$ cat config.mk
export PLATFORM = sky130hd
export DESIGN_NAME = lcd_bus_controller_flat
export DESIGN_NICKNAME = d
export VERILOG_FILES = /design/src/rtl/lcd_bus_controller_if.sv /design/src/rtl/lcd_bus_controller.sv /design/src/flat_wrapper.sv
export SDC_FILE = /design/constraint.sdc
export NUM_CORES = 1
export LEC_CHECK = 0
export ABC_AREA = 1
export CAP_MARGIN = 20
export CORE_MARGIN = 2
export CORE_UTILIZATION = 25
export CTS_CLUSTER_DIAMETER = 40
export DETAILED_ROUTE_END_ITERATION = 10
export GPL_TIMING_DRIVEN = 0
export PLACE_DENSITY = 0.41
export SYNTH_ARGS = -nofsm -noshare
export SYNTH_HDL_FRONTEND = slang
export SYNTH_SLANG_ARGS = --single-unit
export TNS_END_PERCENT = 20
$ cat constraint.sdc
create_clock -name CLK -period 4.22 [get_ports CLK]
set_input_delay 0.844 -clock CLK [delete_from_list [all_inputs] [get_ports CLK]]
set_output_delay 0.844 -clock CLK [all_outputs]
set_load 0.005 [all_outputs]
$ cat src/rtl/lcd_bus_controller_if.sv
// ----------------------------------------------------------------------------
// lcd_bus_controller_if
// Bundles the generator-side handshake (DATA_IN/ENB/RDY/INIT_DONE) and the
// LCD pin group (LCD_RS/LCD_RW/LCD_E/LCD_DB) of the LCD bus controller.
//   DATA_IN[9:0] : {RS, RW, DB[7:0]} word offered by the message generator
//   ENB          : write strobe, only honoured while RDY=1
//   RDY          : controller can accept a word this cycle
//   INIT_DONE    : power-on init sequence complete (sticky)
//   LCD_RS/RW/E/DB : character LCD pins
// Modports:
//   master : message generator (drives the word and strobe, observes the rest)
//   slave  : the controller itself
// ----------------------------------------------------------------------------
interface lcd_bus_controller_if;
    logic [9:0] DATA_IN;
    logic       ENB;
    logic       RDY;
    logic       INIT_DONE;
    logic       LCD_RS;
    logic       LCD_RW;
    logic       LCD_E;
    logic [7:0] LCD_DB;

    modport master (
        output DATA_IN, ENB,
        input  RDY, INIT_DONE, LCD_RS, LCD_RW, LCD_E, LCD_DB
    );

    modport slave (
        input  DATA_IN, ENB,
        output RDY, INIT_DONE, LCD_RS, LCD_RW, LCD_E, LCD_DB
    );
endinterface

$ cat src/rtl/lcd_bus_controller.sv
// ----------------------------------------------------------------------------
// lcd_bus_controller
// Sequences an HD44780-style character LCD: runs the power-on init list, then
// accepts {RS,RW,DB} words from a generator over the RDY/ENB handshake and
// drives the LCD pins with setup, E-pulse and execution-wait timing.
// Clock is expected at 1 MHz, so every *_CYC parameter is in microseconds.
// Ports:
//   CLK : system clock, rising edge
//   RST : synchronous, active-high reset (restarts the whole init sequence)
//   bus : lcd_bus_controller_if.slave (handshake + LCD pins)
// ----------------------------------------------------------------------------
module lcd_bus_controller #(
    parameter int POWERUP_CYC    = 15000,
    parameter int INIT_WAIT1_CYC = 4100,
    parameter int INIT_WAIT2_CYC = 100,
    parameter int CMD_WAIT_CYC   = 40,
    parameter int CLEAR_WAIT_CYC = 1640,
    parameter int SETUP_CYC      = 1,
    parameter int E_HIGH_CYC     = 1
) (
    input  logic               CLK,
    input  logic               RST,
    lcd_bus_controller_if.slave bus
);

    function automatic int max_of(input int a, input int b);
        return (a > b) ? a : b;
    endfunction

    localparam int MAX_CYC = max_of(max_of(max_of(POWERUP_CYC, INIT_WAIT1_CYC),
                                           max_of(INIT_WAIT2_CYC, CMD_WAIT_CYC)),
                                    max_of(max_of(CLEAR_WAIT_CYC, SETUP_CYC),
                                           E_HIGH_CYC));
    localparam int CNT_W = $clog2(MAX_CYC) + 1;

    // SETUP holds one extra cycle: the word is latched onto RS/DB on entry,
    // and the following SETUP_CYC cycles give the LCD its address setup time
    // with the bus already settled.
    localparam logic [CNT_W-1:0] SETUP_LOAD = CNT_W'(SETUP_CYC + 1);
    localparam logic [CNT_W-1:0] E_LOAD     = CNT_W'(E_HIGH_CYC);
    localparam logic [CNT_W-1:0] CNT_ONE    = CNT_W'(1);
    localparam logic [3:0]       LAST_IDX   = 4'd7;

    typedef enum logic [2:0] {
        ST_PWRUP,
        ST_SETUP,
        ST_PULSE,
        ST_WAIT,
        ST_IDLE
    } state_t;

    state_t           state_q, state_d;
    logic [CNT_W-1:0] cnt_q, cnt_d;
    logic [3:0]       idx_q, idx_d;
    logic             init_done_q, init_done_d;
    logic             rdy_q, rdy_d;
    logic             rs_q, rs_d;
    logic [7:0]       db_q, db_d;
    logic             e_q, e_d;
    logic [CNT_W-1:0] wait_sel;

    // The RW bit of the incoming word is deliberately dropped: the LCD is
    // only ever written.
    logic unused_rw;
    assign unused_rw = bus.DATA_IN[8];

    function automatic logic [7:0] init_word(input logic [3:0] idx);
        case (idx)
            4'd0, 4'd1, 4'd2: init_word = 8'h30;   // function set, 8-bit, x3
            4'd3:             init_word = 8'h38;   // 8-bit, 2 lines, 5x8
            4'd4:             init_word = 8'h08;   // display off
            4'd5:             init_word = 8'h01;   // clear
            4'd6:             init_word = 8'h06;   // entry mode: increment
            default:          init_word = 8'h0C;   // display on, cursor off
        endcase
    endfunction

    function automatic logic [CNT_W-1:0] init_wait(input logic [3:0] idx);
        case (idx)
            4'd0:    init_wait = CNT_W'(INIT_WAIT1_CYC);
            4'd1:    init_wait = CNT_W'(INIT_WAIT2_CYC);
            4'd5:    init_wait = CNT_W'(CLEAR_WAIT_CYC);
            default: init_wait = CNT_W'(CMD_WAIT_CYC);
        endcase
    endfunction

    // Clear display (0x01) and return home (0x02/0x03) are the slow commands.
    always_comb begin
        wait_sel = CNT_W'(CMD_WAIT_CYC);
        if (!init_done_q) begin
            wait_sel = init_wait(idx_q);
        end else if (!rs_q && (db_q[7:2] == 6'd0)) begin
            wait_sel = CNT_W'(CLEAR_WAIT_CYC);
        end
    end

    always_comb begin
        state_d     = state_q;
        cnt_d       = cnt_q;
        idx_d       = idx_q;
        init_done_d = init_done_q;
        rs_d        = rs_q;
        db_d        = db_q;

        case (state_q)
            ST_PWRUP: begin
                // Reset leaves the counter at 0; that first cycle counts as
                // the first power-up cycle and loads the remainder.
                if ((cnt_q == CNT_ONE) || ((cnt_q == '0) && (POWERUP_CYC <= 1))) begin
                    state_d = ST_SETUP;
                    cnt_d   = SETUP_LOAD;
                    idx_d   = 4'd0;
                    rs_d    = 1'b0;
                    db_d    = init_word(4'd0);
                end else if (cnt_q == '0) begin
                    cnt_d = CNT_W'(POWERUP_CYC - 1);
                end else begin
                    cnt_d = cnt_q - CNT_ONE;
                end
            end
            ST_SETUP: begin
                if (cnt_q == CNT_ONE) begin
                    state_d = ST_PULSE;
                    cnt_d   = E_LOAD;
                end else begin
                    cnt_d = cnt_q - CNT_ONE;
                end
            end
            ST_PULSE: begin
                if (cnt_q == CNT_ONE) begin
                    state_d = ST_WAIT;
                    cnt_d   = wait_sel;
                end else begin
                    cnt_d = cnt_q - CNT_ONE;
                end
            end
            ST_WAIT: begin
                if (cnt_q == CNT_ONE) begin
                    if (init_done_q) begin
                        state_d = ST_IDLE;
                    end else if (idx_q == LAST_IDX) begin
                        state_d     = ST_IDLE;
                        init_done_d = 1'b1;
                    end else begin
                        state_d = ST_SETUP;
                        cnt_d   = SETUP_LOAD;
                        idx_d   = idx_q + 4'd1;
                        db_d    = init_word(idx_q + 4'd1);
                    end
                end else begin
                    cnt_d = cnt_q - CNT_ONE;
                end
            end
            ST_IDLE: begin
                // RS/DB hold their last value here so the bus never twitches.
                if (bus.ENB) begin
                    state_d = ST_SETUP;
                    cnt_d   = SETUP_LOAD;
                    rs_d    = bus.DATA_IN[9];
                    db_d    = bus.DATA_IN[7:0];
                end
            end
            default: begin
                state_d = ST_PWRUP;
                cnt_d   = '0;
            end
        endcase

        // Outputs registered from the next state so they line up with state_q.
        rdy_d = (state_d == ST_IDLE);
        e_d   = (state_d == ST_PULSE);
    end

    always_ff @(posedge CLK) begin
        if (RST) begin
            state_q     <= ST_PWRUP;
            cnt_q       <= '0;
            idx_q       <= 4'd0;
            init_done_q <= 1'b0;
            rdy_q       <= 1'b0;
            rs_q        <= 1'b0;
            db_q        <= 8'h00;
            e_q         <= 1'b0;
        end else begin
            state_q     <= state_d;
            cnt_q       <= cnt_d;
            idx_q       <= idx_d;
            init_done_q <= init_done_d;
            rdy_q       <= rdy_d;
            rs_q        <= rs_d;
            db_q        <= db_d;
            e_q         <= e_d;
        end
    end

    assign bus.RDY       = rdy_q;
    assign bus.INIT_DONE = init_done_q;
    assign bus.LCD_RS    = rs_q;
    assign bus.LCD_RW    = 1'b0;
    assign bus.LCD_E     = e_q;
    assign bus.LCD_DB    = db_q;

endmodule

$ cat src/flat_wrapper.sv
// flat-port wrapper written by rule: the top's interface ports become plain ports
module lcd_bus_controller_flat 
#(
    parameter int POWERUP_CYC    = 15000,
    parameter int INIT_WAIT1_CYC = 4100,
    parameter int INIT_WAIT2_CYC = 100,
    parameter int CMD_WAIT_CYC   = 40,
    parameter int CLEAR_WAIT_CYC = 1640,
    parameter int SETUP_CYC      = 1,
    parameter int E_HIGH_CYC     = 1
)
  (CLK, RST, bus_DATA_IN, bus_ENB, bus_RDY, bus_INIT_DONE, bus_LCD_RS, bus_LCD_RW, bus_LCD_E, bus_LCD_DB);
  lcd_bus_controller_if bus_i ();
  input  logic CLK;
  input  logic RST;
  input wire logic [$bits(bus_i.DATA_IN)-1:0] bus_DATA_IN;
  input wire logic [$bits(bus_i.ENB)-1:0] bus_ENB;
  output wire logic [$bits(bus_i.RDY)-1:0] bus_RDY;
  output wire logic [$bits(bus_i.INIT_DONE)-1:0] bus_INIT_DONE;
  output wire logic [$bits(bus_i.LCD_RS)-1:0] bus_LCD_RS;
  output wire logic [$bits(bus_i.LCD_RW)-1:0] bus_LCD_RW;
  output wire logic [$bits(bus_i.LCD_E)-1:0] bus_LCD_E;
  output wire logic [$bits(bus_i.LCD_DB)-1:0] bus_LCD_DB;
  assign bus_i.DATA_IN = bus_DATA_IN;
  assign bus_i.ENB = bus_ENB;
  assign bus_RDY = bus_i.RDY;
  assign bus_INIT_DONE = bus_i.INIT_DONE;
  assign bus_LCD_RS = bus_i.LCD_RS;
  assign bus_LCD_RW = bus_i.LCD_RW;
  assign bus_LCD_E = bus_i.LCD_E;
  assign bus_LCD_DB = bus_i.LCD_DB;
  lcd_bus_controller #(.POWERUP_CYC(POWERUP_CYC), .INIT_WAIT1_CYC(INIT_WAIT1_CYC), .INIT_WAIT2_CYC(INIT_WAIT2_CYC), .CMD_WAIT_CYC(CMD_WAIT_CYC), .CLEAR_WAIT_CYC(CLEAR_WAIT_CYC), .SETUP_CYC(SETUP_CYC), .E_HIGH_CYC(E_HIGH_CYC)) u_core (.CLK(CLK), .RST(RST), .bus(bus_i));
endmodule
# == Word-level counts from Yosys, hierarchy flattened ==
# Cells that the tools add are included.
# classes
n_addsub,2
eq_ne,23
n_mux,37
reduce_logical,16
# ops
cell,n
$mux 15,9
$pmux 15 s5,1
$mux 8,5
$pmux 13 s3,1
$pmux 6 s5,1
$pmux 8 s3,1
$mux 3,7
$eq 4x3->1 const B,5
$mux 4,4
$eq 15x1->1 const B,1
$logic_not 15->1,1
$pmux 3 s5,1
$sub 15x1->15 const B,1
$mux 11,1
$eq 3x2->1 const B,3
$eq 4x1->1 const B,2
$eq 4x2->1 const B,2
$logic_not 4->1,2
$pmux 4 s2,1
$eq 3x3->1 const B,2
$logic_not 6->1,1
$ne 2x2->1 const B,3
$ne 3x3->1 const B,2
$reduce_and 3->1,2
14 further kinds,19
# totals
output_inout_bits,13
inputBits,13
register_bits,34
wordCells,86

# == Longest topological paths before layout ==
# logic_depth
word_depth,8
depth_mapped,13
depth_no_buf,13

# == Least setup slack after synthesis ==
# Ideal clock, no wire load.
# synth_timing
path_type,input port to flip-flop
from,input port bus_ENB
to,register u_core.cnt_q[0]
n_path_buf,1
setup_slack_ns,2.625
required_time_ns,4.146
arrival_time_ns,1.520
stages,5
setup_ns,0.074
cell_sequence,or2_1 > nand2_4 > buf_6 > nand2_1 > a31oi_2
# synth_between
elab_chain_cells,2
# synth_rtl
element,line_no,source
"start, declared",flat_wrapper.sv:17,input wire logic [$bits(bus_i.ENB)-1:0] bus_ENB;
$ne 2x2->1 (no source line),n/a,
$reduce_and 3->1 (no source line),n/a,
"end signal, assigned",lcd_bus_controller.sv:186,cnt_q <= cnt_d;
"end, declared",lcd_bus_controller.sv:53,"logic [CNT_W-1:0] cnt_q, cnt_d;"
# Every way passes these cells.
# A chain may end at the register's enable or synchronous reset.

# == Worst setup path in the final report ==
# layout_timing
from,register u_core.init_done_q (netlist: u_core.bus.INIT_DONE)
to,output port bus_INIT_DONE
# layout_lines
element,line_no,source
"start, declared",lcd_bus_controller.sv:55,"logic init_done_q, init_done_d;"
"start signal, assigned",lcd_bus_controller.sv:188,init_done_q <= init_done_d;
"end, declared",flat_wrapper.sv:19,output wire logic [$bits(bus_i.INIT_DONE)-1:0] bus_INIT_DONE;
# No word-level cell between the ends.

==> impl_metrics.toml <==
[cells_and_area]
fin_area_um2 = 2800
drive_above_1_share = 0.0980
mostFrequentLayoutCell = "nand2_1"
syn2layout_area_growth_pct = 19.9
diodes = 0
mostFrequentLayoutCells = "106 x nand2_1, 43 x nor2_1, 42 x inv_1"
post-route-util = 0.306
nNetsFinal = 427

[clock_network]
h-tree-depth = 2
cts_setup_buffers = 0
cts_buffer_depth = 2
clock-root-buffer = "clkbuf_8"
clkTransAtPathRegs_ns = 0.08
cts_buffers = 5
clk_latency_ns = 0.29
hold_buffers = 0
cts.repair.resized = 0
cts.sinks = 34
cts_tree = "done"

[critical_path]
critical-path-top-delay-family = "buffers and inverters"
cp_max_fo = 4
r2r_cells = 11
start_kind = "flip-flop"
rr_startpoint = "u_core.cnt_q[0]$_SDFFE_PP0P_"
worstSetupPathType = "reg -> out"
reg2reg_to = "u_core.cnt_q[3]$_SDFFE_PP0P_"
cp_slowest_cell = "clkdlybuf4s50_1"
crit_start = "u_core.bus.INIT_DONE$_SDFFE_PP0P_"
end_kind = "primary output"
cp_cell_sequence = "clkdlybuf4s50_1"
reg2reg_slack_ns = 2.24
cpPeakStageDelay_ns = 0.54
crit_arrival_ns = 1.24
critPathBufInv = 1
worstPathRequired_ns = 3.38

[sta]
grt_setup_unrepaired = "false"
setup_violations = 0
drv_slew = 0
max_freq_mhz = 480
finalClockSkew_ns = 0.00723
post-route-period-util = 0.494
fin_crit_ns = 2.08
hold_viol_final = 0
max_slew_margin = 0.548
tns_ns = 0
tightest_slew_ns = 0.678

[global_route]
met1_usage = 0.203
grt_first_pass_wirelength_um = 11800
track_usage = 0.150
met2_usage = 0.244
use_met3 = 0.0298
antenna_found_initial = 0
grt_max_degree = 12
grt_pass1_vias = 2318
top_usage_layer = "met2"
grt-ovfl-total = 0

[placement]
post_dp_cell_area_um2 = 2700
port_buffers = 23
dp_hpwl_um = 5400
gp_congestion = 0.887

[route]
dr.pass1.iters = 5
vias_per_cell = 4.56
vias = 2365
drtAntennaViolNets = 0
wl_um = 7070
drc_errors = 0
wl_per_cell_um = 13.6
drt_iter0_markers = 131

[yosys]
syn_avg_cell_area_um2 = 6.19
yosys_warnings = 0
syn_inst = 377
synth_cell_types = 38
synth-seq-cells = 34
syn-cell-area_um2 = 2330
synth_nets = 397
seq_area_frac_synth = 0.292

[pwr]
power_density_nw_per_um2 = 614
swShare = 0.482
p_clk_frac = 0.155
ir_worst_vdd_v = 0.000169
power_leakage_nw = 1.28
power_frac_comb = 0.559
seq_power_share = 0.286
p_int_w = 0.000890
p_sw_w = 0.000828
p_total_w = 0.00172

[flow_run]
drv_cap = 0

[floorplan]
die_h_um = 101
core_um2 = 9150
fp-row-count = 35
die_width_um = 101
ios = 26
die-area_um2 = 10100
start_util = 0.255

[status]
status = "finished, final reports clean"

[min_path]
min_to = "u_core.bus.LCD_DB[1]$_SDFFE_PP0P_"
min_from = "u_core.bus.LCD_DB[1]$_SDFFE_PP0P_"
hp-class = "reg -> reg"
min_delay_path_depth = 2
[kinds of logic (layout without fill, tap and decap cells)]
logic type	count (synthesis)	count (layout)	synth area share
simple gates	216	216	0.417
compound gates	55	55	0.125
xor+xnor	6	6	0.0225
fa+ha+maj	7	7	0.0375
other cells	1	1	0.00161
flops	34	34	0.292
buf+inv	58	89	0.104
[synthesized netlist by cell type]
cell type / instances / share of area
ha_1: 7 / 0.038
clkbuf_1: 3 / 0.0048
inv_2: 5 / 0.0080
nand4_1: 3 / 0.0080
o21ai_1: 1 / 0.0021
and2_1: 1 / 0.0027
xnor2_1: 4 / 0.015
a31oi_2: 1 / 0.0054
nand3_1: 35 / 0.075
buf_4: 1 / 0.0032
a21o_1: 1 / 0.0032
or2_1: 1 / 0.0027
dfxtp_1: 34 / 0.29
a31oi_1: 1 / 0.0027
conb_1: 1 / 0.0016
clkinv_1: 1 / 0.0016
nor3_1: 7 / 0.015
nand2_4: 2 / 0.0096
nand3_4: 1 / 0.0075
o211ai_1: 1 / 0.0032
a21boi_0: 1 / 0.0032
nand3b_4: 1 / 0.0086
a21oi_1: 25 / 0.054
o21ai_0: 23 / 0.049
nand3_2: 1 / 0.0043
nand2_1: 106 / 0.17
nand2b_1: 1 / 0.0027
o22ai_1: 1 / 0.0027
xor2_1: 2 / 0.0075
nor2_2: 6 / 0.016
inv_1: 42 / 0.068
nand2_2: 4 / 0.011
or2_2: 2 / 0.0054
inv_4: 1 / 0.0027
buf_2: 3 / 0.0064
nor2_4: 2 / 0.0096
nor2_1: 43 / 0.069
buf_6: 2 / 0.0096
[power by group through the flow]
stage / clock [W] / combinational [W] / sequential (W)
2_1_floorplan: 0 / 0.000721 / 0.000476
3_3_place_gp: 0 / 0.000958 / 0.000499
3_5_place_dp: 0 / 0.000957 / 0.000495
4_1_cts: 0.000283 / 0.000965 / 0.000491
5_1_grt: 0.000294 / 0.00109 / 0.000505
6_report: 0.000266 / 0.000960 / 0.000491
[how the worst max path moves through the flow]
stage	end	slack, ns	depth (start not counted)
finish	bus_INIT_DONE	2.14	1
global route	u_core.bus.LCD_DB[2]$_SDFFE_PP0P_	2.06	9
CTS	bus_INIT_DONE	2.12	1
detailed placement	u_core.bus.LCD_DB[2]$_SDFFE_PP0P_	1.99	5
global placement	u_core.bus.LCD_DB[5]$_SDFFE_PP0P_	1.98	8
floorplan	u_core.cnt_q[0]$_SDFFE_PP0P_	2.63	5
[sequential cells by signal (all words and copies together) (netlist names)]
name,flops
u_core.bus.LCD_RS,1
u_core.cnt_q,15
u_core.state_q,3
u_core.bus.LCD_E,1
u_core.bus.INIT_DONE,1
u_core.idx_q,4
u_core.bus.LCD_DB,8
u_core.bus.RDY,1
[metrics by stage]
| stage | setup slack [ns] | hold slack (ns) | cells |
|---|---|---|---|
| floorplan | 2.63 | 0.443 | 377 |
| CTS | 2.12 | 0.473 | 519 |
| detailed placement | 1.99 | 0.460 | 511 |
| finish | 2.14 | 0.469 | 519 |
| global placement | 1.98 | 0.454 | 511 |
| global route | 2.06 | 0.495 | 519 |
[per-layer routing]
metal / routed length, um / part of all wire
met5: 0 / 0
met4: 31 / 0.0044
met3: 279 / 0.039
met2: 3260 / 0.46
met1: 3500 / 0.50
[cell type report]
type | instances | area (um2)
inverters | 49 | 186
well taps | 111 | 139
clock inverters | 2 | 12.5
repair buffers | 23 | 230
plain buffers | 9 | 56.3
flip-flops and latches | 34 | 681
fillers | 1018 | 6350
multi-input cells | 285 | 1410
clock buffers | 6 | 82.6
Note: power is estimated with default switching activity, not from simulation.
